$ cat config.mk
export PLATFORM = sky130hd
export DESIGN_NAME = hazard_ctrl_flat
export DESIGN_NICKNAME = d
export VERILOG_FILES = /design/src/rtl/hazard_if.sv /design/src/rtl/hazard_ctrl.sv /design/src/flat_wrapper.sv
export SDC_FILE = /design/constraint.sdc
export NUM_CORES = 1
export LEC_CHECK = 0
export CAP_MARGIN = 0
export CELL_PAD_IN_SITES_DETAIL_PLACEMENT = 1
export CELL_PAD_IN_SITES_GLOBAL_PLACEMENT = 2
export CORE_MARGIN = 2
export CORE_UTILIZATION = 26
export DETAILED_ROUTE_END_ITERATION = 12
export HOLD_SLACK_MARGIN = 0.06
export PLACE_DENSITY_LB_ADDON = 0.1
export SLEW_MARGIN = 10
export SYNTH_ARGS = -nofsm -noshare
export SYNTH_HDL_FRONTEND = slang
export SYNTH_SLANG_ARGS = --single-unit
$ cat constraint.sdc
create_clock -name clk -period 1.9 [get_ports clk]
set_input_delay 0.285 -clock clk [delete_from_list [all_inputs] [get_ports clk]]
set_output_delay 0.285 -clock clk [all_outputs]
set_load 0.03 [all_outputs]
$ cat src/rtl/hazard_if.sv
// Bundle between the pipeline datapath and the hazard controller: ID/EX
// hazard sources in, pipeline-register enables and event counters out.
interface hazard_if;
    logic [5:0]  id_opcode;
    logic [4:0]  id_rs;
    logic [4:0]  id_rt;
    logic        ex_mem_read;
    logic [4:0]  ex_rt;
    logic        ex_branch_taken;
    logic        resume;
    logic        pc_write;
    logic        ifid_write;
    logic        ifid_flush;
    logic        id_nop;
    logic        halted;
    logic [15:0] stall_cnt;
    logic [15:0] flush_cnt;

    modport master (
        output id_opcode, id_rs, id_rt, ex_mem_read, ex_rt, ex_branch_taken, resume,
        input  pc_write, ifid_write, ifid_flush, id_nop, halted, stall_cnt, flush_cnt
    );

    modport slave (
        input  id_opcode, id_rs, id_rt, ex_mem_read, ex_rt, ex_branch_taken, resume,
        output pc_write, ifid_write, ifid_flush, id_nop, halted, stall_cnt, flush_cnt
    );
endinterface

$ cat src/rtl/hazard_ctrl.sv
// Pipeline hazard controller: boot bubbles, load-use stall, taken-branch flush,
// halt drain/resume, plus saturating stall and flush event counters.
module hazard_ctrl (
    input  logic     clk,
    input  logic     rst_n,
    hazard_if.slave  hz
);
    typedef enum logic [1:0] {
        ST_BOOT   = 2'd0,
        ST_RUN    = 2'd1,
        ST_DRAIN  = 2'd2,
        ST_HALTED = 2'd3
    } state_t;

    localparam logic [5:0] OP_HALT = 6'b111111;

    state_t      state_r, state_s;
    logic [1:0]  boot_cnt_r, boot_cnt_s;
    logic [1:0]  drain_cnt_r, drain_cnt_s;
    logic [15:0] stall_cnt_r, flush_cnt_r;
    logic        uses_rs_s, uses_rt_s, load_use_s;
    logic        stall_inc_s, flush_inc_s;
    logic        pc_write_s, ifid_write_s, ifid_flush_s, id_nop_s, halted_s;

    function automatic logic op_uses_rs(input logic [5:0] op);
        case (op)
            6'b000000, 6'b001000, 6'b001001, 6'b000100,
            6'b000101, 6'b100011, 6'b101011: op_uses_rs = 1'b1;
            default:                         op_uses_rs = 1'b0;
        endcase
    endfunction

    function automatic logic op_uses_rt(input logic [5:0] op);
        case (op)
            6'b000000, 6'b000100, 6'b000101, 6'b101011: op_uses_rt = 1'b1;
            default:                                    op_uses_rt = 1'b0;
        endcase
    endfunction

    function automatic logic [15:0] sat_inc(input logic [15:0] cnt);
        sat_inc = (cnt == 16'hFFFF) ? cnt : cnt + 16'd1;
    endfunction

    // Load-use detection against the lw currently in EX; r0 never creates a hazard
    always_comb begin
        uses_rs_s  = op_uses_rs(hz.id_opcode);
        uses_rt_s  = op_uses_rt(hz.id_opcode);
        load_use_s = hz.ex_mem_read && (hz.ex_rt != 5'd0) &&
                     ((uses_rs_s && (hz.ex_rt == hz.id_rs)) ||
                      (uses_rt_s && (hz.ex_rt == hz.id_rt)));
    end

    // Next-state and output decode; the freeze pattern is the default
    always_comb begin
        state_s      = state_r;
        boot_cnt_s   = boot_cnt_r;
        drain_cnt_s  = drain_cnt_r;
        pc_write_s   = 1'b0;
        ifid_write_s = 1'b0;
        ifid_flush_s = 1'b0;
        id_nop_s     = 1'b1;
        halted_s     = 1'b0;
        stall_inc_s  = 1'b0;
        flush_inc_s  = 1'b0;
        case (state_r)
            ST_BOOT: begin
                pc_write_s   = 1'b1;
                ifid_write_s = 1'b1;
                if (boot_cnt_r == 2'd1) begin
                    state_s    = ST_RUN;
                    boot_cnt_s = 2'd0;
                end else begin
                    boot_cnt_s = boot_cnt_r + 2'd1;
                end
            end
            ST_RUN: begin
                if (hz.ex_branch_taken) begin
                    // a wrong-path halt in ID is flushed here, so no drain starts
                    pc_write_s   = 1'b1;
                    ifid_write_s = 1'b1;
                    ifid_flush_s = 1'b1;
                    flush_inc_s  = 1'b1;
                end else if (load_use_s) begin
                    stall_inc_s = 1'b1;
                end else if (hz.id_opcode == OP_HALT) begin
                    state_s     = ST_DRAIN;
                    drain_cnt_s = 2'd0;
                end else begin
                    pc_write_s   = 1'b1;
                    ifid_write_s = 1'b1;
                    id_nop_s     = 1'b0;
                end
            end
            ST_DRAIN: begin
                if (drain_cnt_r == 2'd2) begin
                    state_s     = ST_HALTED;
                    drain_cnt_s = 2'd0;
                end else begin
                    drain_cnt_s = drain_cnt_r + 2'd1;
                end
            end
            ST_HALTED: begin
                halted_s = 1'b1;
                if (hz.resume) begin
                    // PC already points past the halt; only the halt in IF/ID is discarded
                    ifid_write_s = 1'b1;
                    ifid_flush_s = 1'b1;
                    state_s      = ST_RUN;
                end else begin
                    state_s = ST_HALTED;
                end
            end
            default: begin
                state_s     = ST_BOOT;
                boot_cnt_s  = 2'd0;
                drain_cnt_s = 2'd0;
            end
        endcase
    end

    // State and phase counters
    always_ff @(posedge clk or negedge rst_n) begin
        if (!rst_n) begin
            state_r     <= ST_BOOT;
            boot_cnt_r  <= 2'd0;
            drain_cnt_r <= 2'd0;
        end else begin
            state_r     <= state_s;
            boot_cnt_r  <= boot_cnt_s;
            drain_cnt_r <= drain_cnt_s;
        end
    end

    // Saturating event counters
    always_ff @(posedge clk or negedge rst_n) begin
        if (!rst_n) begin
            stall_cnt_r <= 16'd0;
            flush_cnt_r <= 16'd0;
        end else begin
            if (stall_inc_s) begin
                stall_cnt_r <= sat_inc(stall_cnt_r);
            end else begin
                stall_cnt_r <= stall_cnt_r;
            end
            if (flush_inc_s) begin
                flush_cnt_r <= sat_inc(flush_cnt_r);
            end else begin
                flush_cnt_r <= flush_cnt_r;
            end
        end
    end

    assign hz.pc_write   = pc_write_s;
    assign hz.ifid_write = ifid_write_s;
    assign hz.ifid_flush = ifid_flush_s;
    assign hz.id_nop     = id_nop_s;
    assign hz.halted     = halted_s;
    assign hz.stall_cnt  = stall_cnt_r;
    assign hz.flush_cnt  = flush_cnt_r;
endmodule

$ cat src/flat_wrapper.sv
// flat-port wrapper written by rule: the top's interface ports become plain ports
module hazard_ctrl_flat 
  (clk, rst_n, hz_id_opcode, hz_id_rs, hz_id_rt, hz_ex_mem_read, hz_ex_rt, hz_ex_branch_taken, hz_resume, hz_pc_write, hz_ifid_write, hz_ifid_flush, hz_id_nop, hz_halted, hz_stall_cnt, hz_flush_cnt);
  hazard_if hz_i ();
  input  logic clk;
  input  logic rst_n;
  input wire logic [$bits(hz_i.id_opcode)-1:0] hz_id_opcode;
  input wire logic [$bits(hz_i.id_rs)-1:0] hz_id_rs;
  input wire logic [$bits(hz_i.id_rt)-1:0] hz_id_rt;
  input wire logic [$bits(hz_i.ex_mem_read)-1:0] hz_ex_mem_read;
  input wire logic [$bits(hz_i.ex_rt)-1:0] hz_ex_rt;
  input wire logic [$bits(hz_i.ex_branch_taken)-1:0] hz_ex_branch_taken;
  input wire logic [$bits(hz_i.resume)-1:0] hz_resume;
  output wire logic [$bits(hz_i.pc_write)-1:0] hz_pc_write;
  output wire logic [$bits(hz_i.ifid_write)-1:0] hz_ifid_write;
  output wire logic [$bits(hz_i.ifid_flush)-1:0] hz_ifid_flush;
  output wire logic [$bits(hz_i.id_nop)-1:0] hz_id_nop;
  output wire logic [$bits(hz_i.halted)-1:0] hz_halted;
  output wire logic [$bits(hz_i.stall_cnt)-1:0] hz_stall_cnt;
  output wire logic [$bits(hz_i.flush_cnt)-1:0] hz_flush_cnt;
  assign hz_i.id_opcode = hz_id_opcode;
  assign hz_i.id_rs = hz_id_rs;
  assign hz_i.id_rt = hz_id_rt;
  assign hz_i.ex_mem_read = hz_ex_mem_read;
  assign hz_i.ex_rt = hz_ex_rt;
  assign hz_i.ex_branch_taken = hz_ex_branch_taken;
  assign hz_i.resume = hz_resume;
  assign hz_pc_write = hz_i.pc_write;
  assign hz_ifid_write = hz_i.ifid_write;
  assign hz_ifid_flush = hz_i.ifid_flush;
  assign hz_id_nop = hz_i.id_nop;
  assign hz_halted = hz_i.halted;
  assign hz_stall_cnt = hz_i.stall_cnt;
  assign hz_flush_cnt = hz_i.flush_cnt;
  hazard_ctrl u_core (.clk(clk), .rst_n(rst_n), .hz(hz_i));
endmodule
# Word-level counts from Yosys, hierarchy flattened
# Index checks and enable logic that the tools add are counted.
op_classes:
  add_sub_neg: 4
  n_mul: 0
  n_div: 0
  n_lt_le_gt_ge: 0
  n_eq_ne: 21
  shift: 0
  mux: 32
  bitwise: 2
  n_reduce_logical: 15
op_table:
  columns: ["cell", "count"]
  rows:
  - ["16-bit by 1-bit adder with 16-bit output, second input constant", 2]
  - ["16-bit == test, second input constant", 2]
  - ["2-bit two-way mux", 11]
  - ["6-bit == test, second input constant", 3]
  - ["1-bit two-way mux", 16]
  - ["6-bit by 3-bit == test with 1-bit output, second input constant", 2]
  - ["6-bit by 4-bit == test with 1-bit output, second input constant", 2]
  - ["5-bit == test", 2]
  - ["2-bit one-hot mux with 4 select lines", 1]
  - ["7-bit OR reduction", 1]
  - ["2-bit == test, second input constant", 3]
  - ["6-bit logical NOT", 1]
  - ["2-bit by 1-bit != test with 1-bit output, second input constant", 3]
  - ["5-bit AND reduction", 1]
  - ["5-bit nonzero test", 1]
  - ["2-bit by 1-bit adder with 2-bit output, second input constant", 2]
  - ["2-bit by 1-bit == test with 1-bit output, second input constant", 2]
  - ["1-bit logical AND", 4]
  - ["2-bit != test, second input constant", 2]
  - ["1-bit one-hot mux with 2 select lines", 2]
  - ["2-bit one-hot mux with 2 select lines", 1]
  - ["2-bit AND reduction", 2]
  - ["4-bit AND reduction", 1]
  - ["4-bit OR reduction", 1]
  - ["other kinds (5)", 6]
word_totals:
  ff_bits: 38
  latchBits: 0
  ramBits: 0
  rom_bits: 0
  input_bits: 26
  out_inout_bits: 37
  mem_count: 0

# Logic depth before layout (Yosys ltp)
# Gate-level depths: netlist (run 1).
logic_depth:
  word_depth: 10
  mapped_depth: 8

# Worst setup path after synthesis (run 1)
# Ideal clock, no wire load.
synth_timing:
  path_type: "input -> output"
  start: "input hz_id_opcode[2]"
  end: "output hz_ifid_write"
  arrival_ns: 1.723
  setup_slack_ns: -0.108
  path_stages: 6
  n_path_buf: 0
  cell_sequence: "nor3b_1 o22ai_1 and4_1 nor2_1 o21ai_0 a21boi_0"
synth_via:
  elab_chain_cells: 9
  elab_cells_between_ends: 20
synth_rtl:
  columns: ["item", "line_no", "source"]
  rows:
  - ["start, declared", "flat_wrapper.sv:7", "input wire logic [$bits(hz_i.id_opcode)-1:0] hz_id_opcode;"]
  - ["6-bit by 4-bit == test with 1-bit output (tied with other cells)", "hazard_ctrl.sv:26", "case (op)"]
  - ["7-bit OR reduction or 4-bit OR reduction (tied branches)", "hazard_ctrl.sv:26, hazard_ctrl.sv:34", null]
  - ["1-bit two-way mux, on equally long branches", "hazard_ctrl.sv:26, hazard_ctrl.sv:34", null]
  - ["1-bit logical AND, on equally long branches", "hazard_ctrl.sv:49, hazard_ctrl.sv:50", null]
  - ["1-bit logical OR", "hazard_ctrl.sv:49", "((uses_rs_s && (hz.ex_rt == hz.id_rs)) ||"]
  - ["1-bit logical AND", "hazard_ctrl.sv:48", "load_use_s = hz.ex_mem_read && (hz.ex_rt != 5'd0) &&"]
  - ["1-bit two-way mux (*)", "hazard_ctrl.sv:83", "end else if (load_use_s) begin"]
  - ["1-bit two-way mux (*)", "hazard_ctrl.sv:77", "if (hz.ex_branch_taken) begin"]
  - ["1-bit one-hot mux with 3 select lines (*)", "hazard_ctrl.sv:65", "case (state_r)"]
  - ["end, declared", "flat_wrapper.sv:15", "output wire logic [$bits(hz_i.ifid_write)-1:0] hz_ifid_write;"]
# Mark *: on every way between the ends. The rest lies on a longest branch, timed or not.

# Worst setup path after layout (run 1)
layout_timing:
  start: "input hz_id_opcode[3]"
  end: "output hz_ifid_write"
# Same word-level chain as after synthesis.

==> impl_metrics.json, run 1 <==
{
  "port_buffers": 62,
  "max_slew.worst_pin.slew_ns": 0.636,
  "vias": 1845,
  "grt_overflow": 0,
  "critical_path_buf_inv_count": 3,
  "start_util_pct": 27.0,
  "first_pass_iters": 4,
  "ios": 63,
  "yosys_warnings": 0,
  "ir_drop_uv": 338,
  "netlist_instances": 204,
  "stdcell_count": 413,
  "min_period_over_period_pct": 98.8,
  "diodes": 0,
  "power_density_nw_per_um2": 677,
  "drtIter0Drc": 55,
  "min_period_ns": 1.88,
  "relSlewSlack_pct": 57.6,
  "clock-sinks": 38,
  "required_ns": 1.62,
  "arrival_ns": 1.59,
  "leakage_uw": 0.00150,
  "routed_wl_mm": 5.66,
  "die_y_um": 93.8,
  "clk_latency_ns": 0.28,
  "fin_area_um2": 3300,
  "cpPeakStageDelay_ns": 0.22,
  "tns_ns": 0,
  "status": "complete, no violations",
  "coreArea_um2": 7770,
  "fin_ws_ns": 0.0230,
  "netlist.area_leader.share_pct": 45.3,
  "post-place-ws_ns": -0.449,
  "grt_max_degree": 39,
  "gr-usage-all-layers_pct": 13.4,
  "layout-drive-gt1-share_pct": 31.2,
  "hold_buffers": 0,
  "fmax_mhz": 533,
  "synth_cell_types": 40,
  "drv_slew": 0,
  "grt_pass1_wl_mm": 9.37,
  "h-tree-depth": 2,
  "dpl-instance-area_um2": 3080,
  "nNetsFinal": 338,
  "hpwl_mm": 4.17,
  "die_area_um2": 8800,
  "synth_largest_area_cell": "dfrtp_1",
  "rows": 32,
  "cap_viol_max_count": 0,
  "fin_skew_ns": 0.00832,
  "synth-seq-cells": 38,
  "cts_buffers": 5,
  "finalHoldViolations": 0,
  "tritoncts": "done",
  "cpLargestDelayFamily": "simple AND/OR/NAND/NOR gates",
  "cts_root_buffer": "clkbuf_8",
  "rsz0062_at_grt": "true",
  "syn-num-nets": 232,
  "wire_per_inst_um": 13.7,
  "clk_path_buf_depth": 2,
  "syn_area_um2": 2100,
  "path_max_fanout": 4,
  "syn_area_per_cell_um2": 10.3,
  "most-common-layout-cells": "38 x buf_4, 34 x clkdlybuf4s50_1, 34 x dfrtp_1",
  "setup_viol": 0,
  "start_kind": "input pin",
  "die_w_um": 93.8,
  "synth_area_leaders": "dfrtp_1 45%, xor2_1 10%, xnor2_1 6.7%",
  "place_congestion": 0.775,
  "crit_type": "input pin to output port",
  "clk_pin_slew_ns": 0.08,
  "crit_slowest_cell": "and4_1",
  "placedCellCount": 397,
  "layout_commonest_cell": "buf_4",
  "antenna_found_initial": 0,
  "syn_to_final_growth_pct": 57.5,
  "end_kind": "output port",
  "seq_area_frac_synth_pct": 45.3,
  "path_common_cell": "buf_4",
  "antenna_left": 0,
  "drcViolationCount": 0,
  "grt_pass1_vias": 1942,
  "path_cells": "buf_4 > nor3b_2 > o22ai_2 > and4_1 > nor2_1 > o21ai_1 > buf_4 > a21boi_2 > buf_6",
  "hold_class": "input pin to async pin",
  "viasPerCell": 4.47
}
[metrics by stage]
step | utilization [%] | total power [uW] | hold slack [ns]
CTS | 41.3 | 2270 | 0.0695
global route | 42.5 | 2370 | 0.0973
global placement | 39.7 | 1670 | 0.383
detailed placement | 39.7 | 1680 | 0.384
finish | 42.5 | 2230 | 0.0488
floorplan | - | 1340 | -0.0106
[synthesized netlist by cell type]
cell	instances
clkbuf_1	1
and3_1	3
mux2_2	2
o2111ai_1	2
inv_2	1
and4_1	1
nor4_2	1
nand2b_1	3
nor2_2	5
a2111oi_4	1
and2_1	1
mux2i_1	3
nor3_4	2
inv_1	4
o21ai_4	1
o21ai_0	2
a211o_1	1
buf_1	1
buf_6	1
o22ai_1	1
nor3b_1	2
nand4_1	10
nor2b_1	4
dfrtp_1	38
xor2_1	25
a21boi_0	2
nand3b_1	1
ha_1	2
a21oi_1	6
or2_0	1
a41oi_2	1
nand2_1	20
o2111a_2	1
xnor2_1	16
a31oi_4	1
a311oi_1	1
nor3_1	10
nor2_1	16
nand3_1	9
or2_2	1
[report_power, final]
part | leakage (uW) | internal, uW | switching (uW) | total, uW
registers | 0.000496 | 898 | 90.4 | 988
clock network | 0.0000482 | 293 | 289 | 582
logic | 0.000960 | 317 | 348 | 665
[path summary, 6_finish.rpt]
kind,start,endpoint,slack [ns],cells past startpoint
max,hz_id_opcode[3],hz_ifid_write,0.02,9
min,rst_n,u_core.state_r[1],0.05,2
max reg2reg,u_core.hz.stall_cnt[0],u_core.hz.stall_cnt[15],0.10,9
min reg2reg,u_core.boot_cnt_r[0],u_core.boot_cnt_r[0],0.49,1
max in group asynchronous,rst_n,u_core.hz.stall_cnt[0],1.46,2
min in group clk,u_core.boot_cnt_r[0],u_core.boot_cnt_r[0],0.49,1
[timing repair]
item,4_1_cts,5_1_grt
pin swaps,12,17
buffers inserted,2,6
gates cloned,0,0
resized for setup,55,27
setup endpoints to repair,14,12
[cells by family (layout without fill, tap and decap cells)]
group | Yosys count | count (layout) | share of synthesized area [%]
multiplexers | 5 | 5 | 2.51
buffers and inverters | 8 | 115 | 1.79
XOR/XNOR | 41 | 41 | 17.1
flip-flops | 38 | 38 | 45.3
adder cells (fa/ha/maj) | 2 | 2 | 1.19
AND/OR/NAND/NOR | 90 | 90 | 23.0
AO/OA/AOI/OAI | 20 | 20 | 9.07
[worst register-to-register path, stage by stage (launching register included)]
cell,delay [ns]
dfrtp_2,0.42
ha_4,0.17
nand3_2,0.07
nor2_1,0.04
buf_4,0.15
a31oi_4,0.18
o21ai_4,0.08
buf_12,0.15
nor4_4,0.28
xor2_1,0.18
[sequential cells by signal (all words and copies together), names as in the netlist]
name and cells:
u_core.hz.stall_cnt 16, u_core.state_r 2, u_core.drain_cnt_r 2, u_core.hz.flush_cnt 16
u_core.boot_cnt_r 2
[per-layer routing]
layer	wire length (um)	part of all wire (%)	vias up	global-route usage [%]
met3	240	4.2	2	3.21
met5	0	0	-	0
met4	25	0.44	0	3.26
met2	2900	51	32	23.0
li1	-	-	915	-
met1	2490	44	896	16.9
[area by class of cell]
class                      count  area [um2]
clock buffer                   7        86.3
clock inverter                 1        5.00
fill                         910        4470
inverter                       5        18.8
multi-input combinational    158        1200
sequential                    38         956
tap                          102         128
timing repair buffer         102         908
(Power assumes the default switching activity.)
==> run 2: changes to the inputs <==
--- a/config.mk
+++ b/config.mk
@@ -5,11 +5,12 @@
 export SDC_FILE = /design/constraint.sdc
 export NUM_CORES = 1
 export LEC_CHECK = 0
+export ABC_AREA = 1
 export CAP_MARGIN = 0
 export CELL_PAD_IN_SITES_DETAIL_PLACEMENT = 1
 export CELL_PAD_IN_SITES_GLOBAL_PLACEMENT = 2
 export CORE_MARGIN = 2
-export CORE_UTILIZATION = 26
+export CORE_UTILIZATION = 24
 export DETAILED_ROUTE_END_ITERATION = 12
 export HOLD_SLACK_MARGIN = 0.06
 export PLACE_DENSITY_LB_ADDON = 0.1
==> impl_metrics.json, run 2 <==
{
  "status": "complete, no violations",
  "cap_viol_max_count": 0,
  "arrival_ns": 1.54,
  "synth_most_common_cell": "nand2_1",
  "grt_overflow": 0,
  "tritoncts": "done",
  "antenna_left": 0,
  "routed_wl_mm": 7.37,
  "drcViolationCount": 0,
  "syn-num-nets": 364,
  "seq_area_frac_synth_pct": 38.9,
  "rsz0062_at_grt": "true",
  "leakage_uw": 0.00180,
  "grt_pass1_wl_mm": 13.1,
  "synth_edf_count": 0,
  "tns_ns": 0,
  "start_util_pct": 24.9,
  "port_buffers": 62,
  "clk_path_buf_depth": 2,
  "crit_type": "flip-flop to output port",
  "clk_pin_slew_ns": 0.08,
  "seqPwrFrac_pct": 38.5,
  "yosys_warnings": 0,
  "clock-sinks": 38,
  "required_ns": 1.62,
  "power_frac_comb_pct": 37.8,
  "hpwl_mm": 5.78,
  "multi_input_area_um2": 1320,
  "syn_area_per_cell_um2": 7.28,
  "netlist.area_leader.share_pct": 38.9,
  "fin_skew_ns": 0.00611,
  "coreArea_um2": 9820,
  "ir_drop_uv": 407,
  "vias": 2458,
  "synth-seq-cells": 38,
  "grt_max_degree": 22,
  "end_kind": "output port",
  "min_period_ns": 1.82,
  "nNetsFinal": 460,
  "crit_slowest_cell": "clkdlybuf4s50_1",
  "die_w_um": 105,
  "setup_viol": 0,
  "rrSetupSlack_ns": 0.23,
  "worst_r2r_startpoint": "u_core.hz.stall_cnt[0]",
  "cts_buffers": 5,
  "netSwitchingFraction_pct": 38.5,
  "h-tree-depth": 2,
  "start_kind": "flip-flop",
  "drv_slew": 0,
  "path_cells": "clkdlybuf4s50_1",
  "layout_commonest_cell": "nand2_1",
  "synth_largest_area_cell": "dfrtp_1",
  "fill_cells": 1257,
  "place_congestion": 0.723,
  "r2r_cells": 9,
  "p_clk_share_pct": 23.7,
  "synth_area_leaders": "dfrtp_1 39%, nand2_1 17%, xnor2_1 6.4%",
  "hold_class": "input pin to async pin",
  "placedCellCount": 553,
  "ios": 63,
  "cpPeakStageDelay_ns": 0.73,
  "cts_root_buffer": "clkbuf_8",
  "clk_latency_ns": 0.29,
  "r2r-end": "u_core.hz.stall_cnt[7]",
  "critical_path_buf_inv_count": 1,
  "rows": 36,
  "max_slew.worst_pin.slew_ns": 0.541,
  "grt_pass1_vias": 2687,
  "die_y_um": 105,
  "finalHoldViolations": 0,
  "antenna_found_initial": 0,
  "relSlewSlack_pct": 63.9,
  "seqCellArea_um2": 951,
  "viasPerCell": 4.34,
  "power_density_nw_per_um2": 725,
  "drtIter0Drc": 51,
  "min_period_over_period_pct": 95.9,
  "intPower_uw": 1580,
  "fmax_mhz": 549,
  "syn_area_um2": 2450,
  "stdcell_count": 566,
  "diodes": 0,
  "wire_per_inst_um": 13.0,
  "async_flop_share_pct": 100,
  "synthTopCellsByCount": "109 x nand2_1, 40 x inv_1, 38 x dfrtp_1",
  "die_area_um2": 11000,
  "synth_ff_type": "dfrtp_1",
  "fin_util_pct": 36.2,
  "most-common-layout-cells": "105 x nand2_1, 39 x inv_1, 38 x dfrtp_1",
  "path_max_fanout": 7,
  "gr-usage-all-layers_pct": 14.5,
  "layout-drive-gt1-share_pct": 16.2,
  "synth_cell_types": 27,
  "cpLargestDelayFamily": "buffers and inverters",
  "syn_to_final_growth_pct": 45.1,
  "power_switching_uw": 992,
  "netlist_instances": 336,
  "first_pass_iters": 4
}
==> run 2: layout make-up <==
cell class / instances / area share, %
multi-input cells: 247 / 37.2
flip-flops and latches: 38 / 26.8
repair buffers: 95 / 24.0
inverters: 45 / 4.76
well taps: 133 / 4.68
clock buffers: 6 / 2.32
clock inverters: 2 / 0.352
==> run 2: worst max path at each step <==
stage                     slack, ns                 endpoint  cells after the start                    from
after floorplan                0.03  u_core.hz.stall_cnt[15]                     10  u_core.hz.stall_cnt[0]
after global placement        -0.21            hz_ifid_write                     13             hz_id_rs[2]
after detailed placement      -0.28            hz_ifid_write                     13             hz_ex_rt[3]
after CTS                     0.003            hz_ifid_write                     12             hz_ex_rt[4]
after global routing         -0.005            hz_ifid_write                     12             hz_ex_rt[0]
final                          0.08          hz_flush_cnt[6]                      1  u_core.hz.flush_cnt[6]
==> run 2: cells by family after synthesis <==
group	after synthesis	synth area share, %
simple gates	200	37.1
buf+inv	51	8.33
flops	38	38.9
xor+xnor	32	11.5
compound gates	13	3.27
fa+ha+maj	2	1.02
==> run 2: what timing repair did <==
item / CTS / global route
gates resized for setup: 29 / 14
pin swaps: 20 / 8
endpoints found under the setup margin: 3 / 8
hold buffers: 1 / 0
setup buffers: 3 / 1
hold endpoints to repair: 19 / 0
==> run 2: power groups by stage <==
stage | registers (uW) | logic, uW | clock network [uW]
floorplan | 1070 | 493 | 0
global placement | 1000 | 963 | 0
detailed placement | 1010 | 971 | 0
CTS | 994 | 977 | 641
global route | 1010 | 1090 | 673
finish | 991 | 974 | 610
==> run 2: per-stage QoR <==
step | hold WS [ns] | power (uW) | setup slack (ns) | instance area (um2)
6_report | 0.501 | 2570 | 0.0780 | 3550
2_1_floorplan | -0.0106 | 1560 | 0.0315 | 2450
4_1_cts | 0.512 | 2610 | 0.00302 | 3520
3_5_place_dp | 0.306 | 1980 | -0.278 | 3410
3_3_place_gp | 0.312 | 1970 | -0.214 | 3410
5_1_grt | 0.523 | 2770 | -0.00547 | 3550
==> run 2: metal layers <==
metal  vias to the layer above  track usage (%)  part of all wire, %
li1                       1255                -                    -
met4                         0             2.86                 0.65
met2                        30             25.2                   50
met1                      1169             18.8                   47
met3                         4             2.31                  2.3
met5                         -                0                    0
==> run 3: changes to the inputs <==
--- a/config.mk
+++ b/config.mk
@@ -9,11 +9,10 @@
 export CAP_MARGIN = 0
 export CELL_PAD_IN_SITES_DETAIL_PLACEMENT = 1
 export CELL_PAD_IN_SITES_GLOBAL_PLACEMENT = 2
-export CORE_MARGIN = 2
+export CORE_MARGIN = 5
 export CORE_UTILIZATION = 24
 export DETAILED_ROUTE_END_ITERATION = 12
-export HOLD_SLACK_MARGIN = 0.06
-export PLACE_DENSITY_LB_ADDON = 0.1
+export PLACE_DENSITY = 0.76
 export SLEW_MARGIN = 10
 export SYNTH_ARGS = -nofsm -noshare
 export SYNTH_HDL_FRONTEND = slang
==> impl_metrics.json, run 3 (synthesized netlist as in run 2, its figures left out) <==
{
  "status": "complete, no violations",
  "power_density_nw_per_um2": 759,
  "most-common-layout-cells": "103 x nand2_1, 38 x inv_1, 38 x dfrtp_1",
  "stdcell_count": 563,
  "grt_pass1_vias": 2704,
  "die_area_um2": 12300,
  "routed_wl_mm": 7.44,
  "layout_commonest_cell": "nand2_1",
  "drv_slew": 0,
  "fill_cells": 1201,
  "syn_to_final_growth_pct": 44.4,
  "cap_viol_max_count": 0,
  "start_util_pct": 24.8,
  "die_w_um": 111,
  "min_period_ns": 1.82,
  "cts_buffers": 5,
  "fin_ws_ns": 0.0843,
  "ios": 63,
  "cpPeakStageDelay_ns": 0.73,
  "fin_skew_ns": 0.0103,
  "max_slew.worst_pin.slew_ns": 0.455,
  "drtIter0Drc": 55,
  "hpwl_mm": 5.91,
  "cts_root_buffer": "clkbuf_8",
  "hold_class": "input pin to async pin",
  "arrival_ns": 1.53,
  "clock-sinks": 38,
  "setup_viol": 0,
  "cpLargestDelayFamily": "buffers and inverters",
  "coreArea_um2": 9860,
  "crit_slowest_cell": "clkdlybuf4s50_1",
  "place_congestion": 0.744,
  "min_period_over_period_pct": 95.6,
  "clk_path_buf_depth": 2,
  "gr-usage-all-layers_pct": 12.4,
  "fin_area_um2": 3530,
  "rrSetupSlack_ns": 0.17,
  "drcViolationCount": 0,
  "tritoncts": "done",
  "first_pass_iters": 4,
  "rsz0062_at_grt": "false",
  "path_cells": "clkdlybuf4s50_1",
  "diodes": 0,
  "seqCellArea_um2": 951,
  "h-tree-depth": 2,
  "viasPerCell": 4.40,
  "start_kind": "flip-flop",
  "rows": 36,
  "nNetsFinal": 457,
  "critical_path_buf_inv_count": 1,
  "dpl-instance-area_um2": 3400,
  "clk_pin_slew_ns": 0.08,
  "grt_max_degree": 19,
  "grt_overflow": 0,
  "clk_latency_ns": 0.30,
  "multi_input_area_um2": 1320,
  "layout-drive-gt1-share_pct": 16.3,
  "path_max_fanout": 7,
  "post-place-ws_ns": -0.216,
  "end_kind": "output port",
  "ir_drop_uv": 618,
  "wire_per_inst_um": 13.2,
  "relSlewSlack_pct": 69.7,
  "antenna_found_initial": 0,
  "grt_pass1_wl_mm": 12.8,
  "leakage_uw": 0.00177,
  "die_y_um": 111,
  "finalHoldViolations": 0,
  "placedCellCount": 552,
  "fmax_mhz": 551,
  "required_ns": 1.62,
  "crit_type": "flip-flop to output port",
  "port_buffers": 62,
  "vias": 2479,
  "antenna_left": 0
}
[run 3: cell types whose count changed in the layout (fill, tap and decap cells not counted), sizes merged]
cell / delta
buf: -3
clkbuf: +3
bufinv: +1
clkdlybuf4s15: -1
clkdlybuf4s50: +1
clkinv: -1
clkinvlp: -1
dlygate4sd2: -1
dlymetal6s2s: -1
[run 3: what timing repair did]
| item | CTS | global route |
|---|---|---|
| resized for setup | 31 | 18 |
| gates cloned | 0 | 0 |
| pin swaps | 15 | 6 |
| buffers inserted | 2 | 0 |
| endpoints found under the setup margin | 3 | 5 |
| endpoints found under the hold margin | 16 | 0 |
| hold buffers | 1 | 0 |
[run 3: stage by stage]
| stage | hold WS (ns) | total power [uW] | setup TNS, ns | utilization, % |
|---|---|---|---|---|
| after floorplan | -0.0106 | 1560 | 0 | - |
| after global placement | 0.256 | 1960 | -2.96 | 34.5 |
| after detailed placement | 0.264 | 1990 | -3.45 | 34.5 |
| after CTS | 0.476 | 2720 | 0 | 35.8 |
| after global routing | 0.522 | 2850 | 0 | 35.8 |
| final | 0.466 | 2680 | 0 | 35.8 |
[run 3: final cells by class]
class	instances	area share, %
Clock buffer	7	2.16
Timing Repair Buffer	92	23.2
Sequential cell	38	26.9
Multi-Input combinational cell	247	37.4
Inverter	45	4.78
Tap cell	133	4.71
Clock inverter	1	0.850
[run 3: routing by layer]
layer  vias to the layer above  global-route usage [%]  routed length [um]
met5                         -                       0                   0
met4                         0                    2.46                  61
met3                         6                    2.73                 251
met2                        37                    21.5                3660
met1                      1181                    15.7                3460
li1                       1255                       -                   -
[run 3: path summary, 6_finish.rpt]
kind,start,end,cells after the start
worst min register to register,u_core.boot_cnt_r[0],u_core.boot_cnt_r[0],1
max in group asynchronous,rst_n,u_core.drain_cnt_r[0],3
min in group clk,u_core.boot_cnt_r[0],u_core.boot_cnt_r[0],1
worst min-delay path,rst_n,u_core.hz.flush_cnt[14],2
worst max-delay path,u_core.hz.flush_cnt[6],hz_flush_cnt[6],1
worst max register to register,u_core.hz.stall_cnt[0],u_core.hz.stall_cnt[0],9
[run 3: where the power goes]
| group | total (uW) | switching, uW | internal [uW] |
|---|---|---|---|
| sequential | 993 | 90.3 | 902 |
| combinational | 994 | 605 | 389 |
| clock | 695 | 301 | 393 |
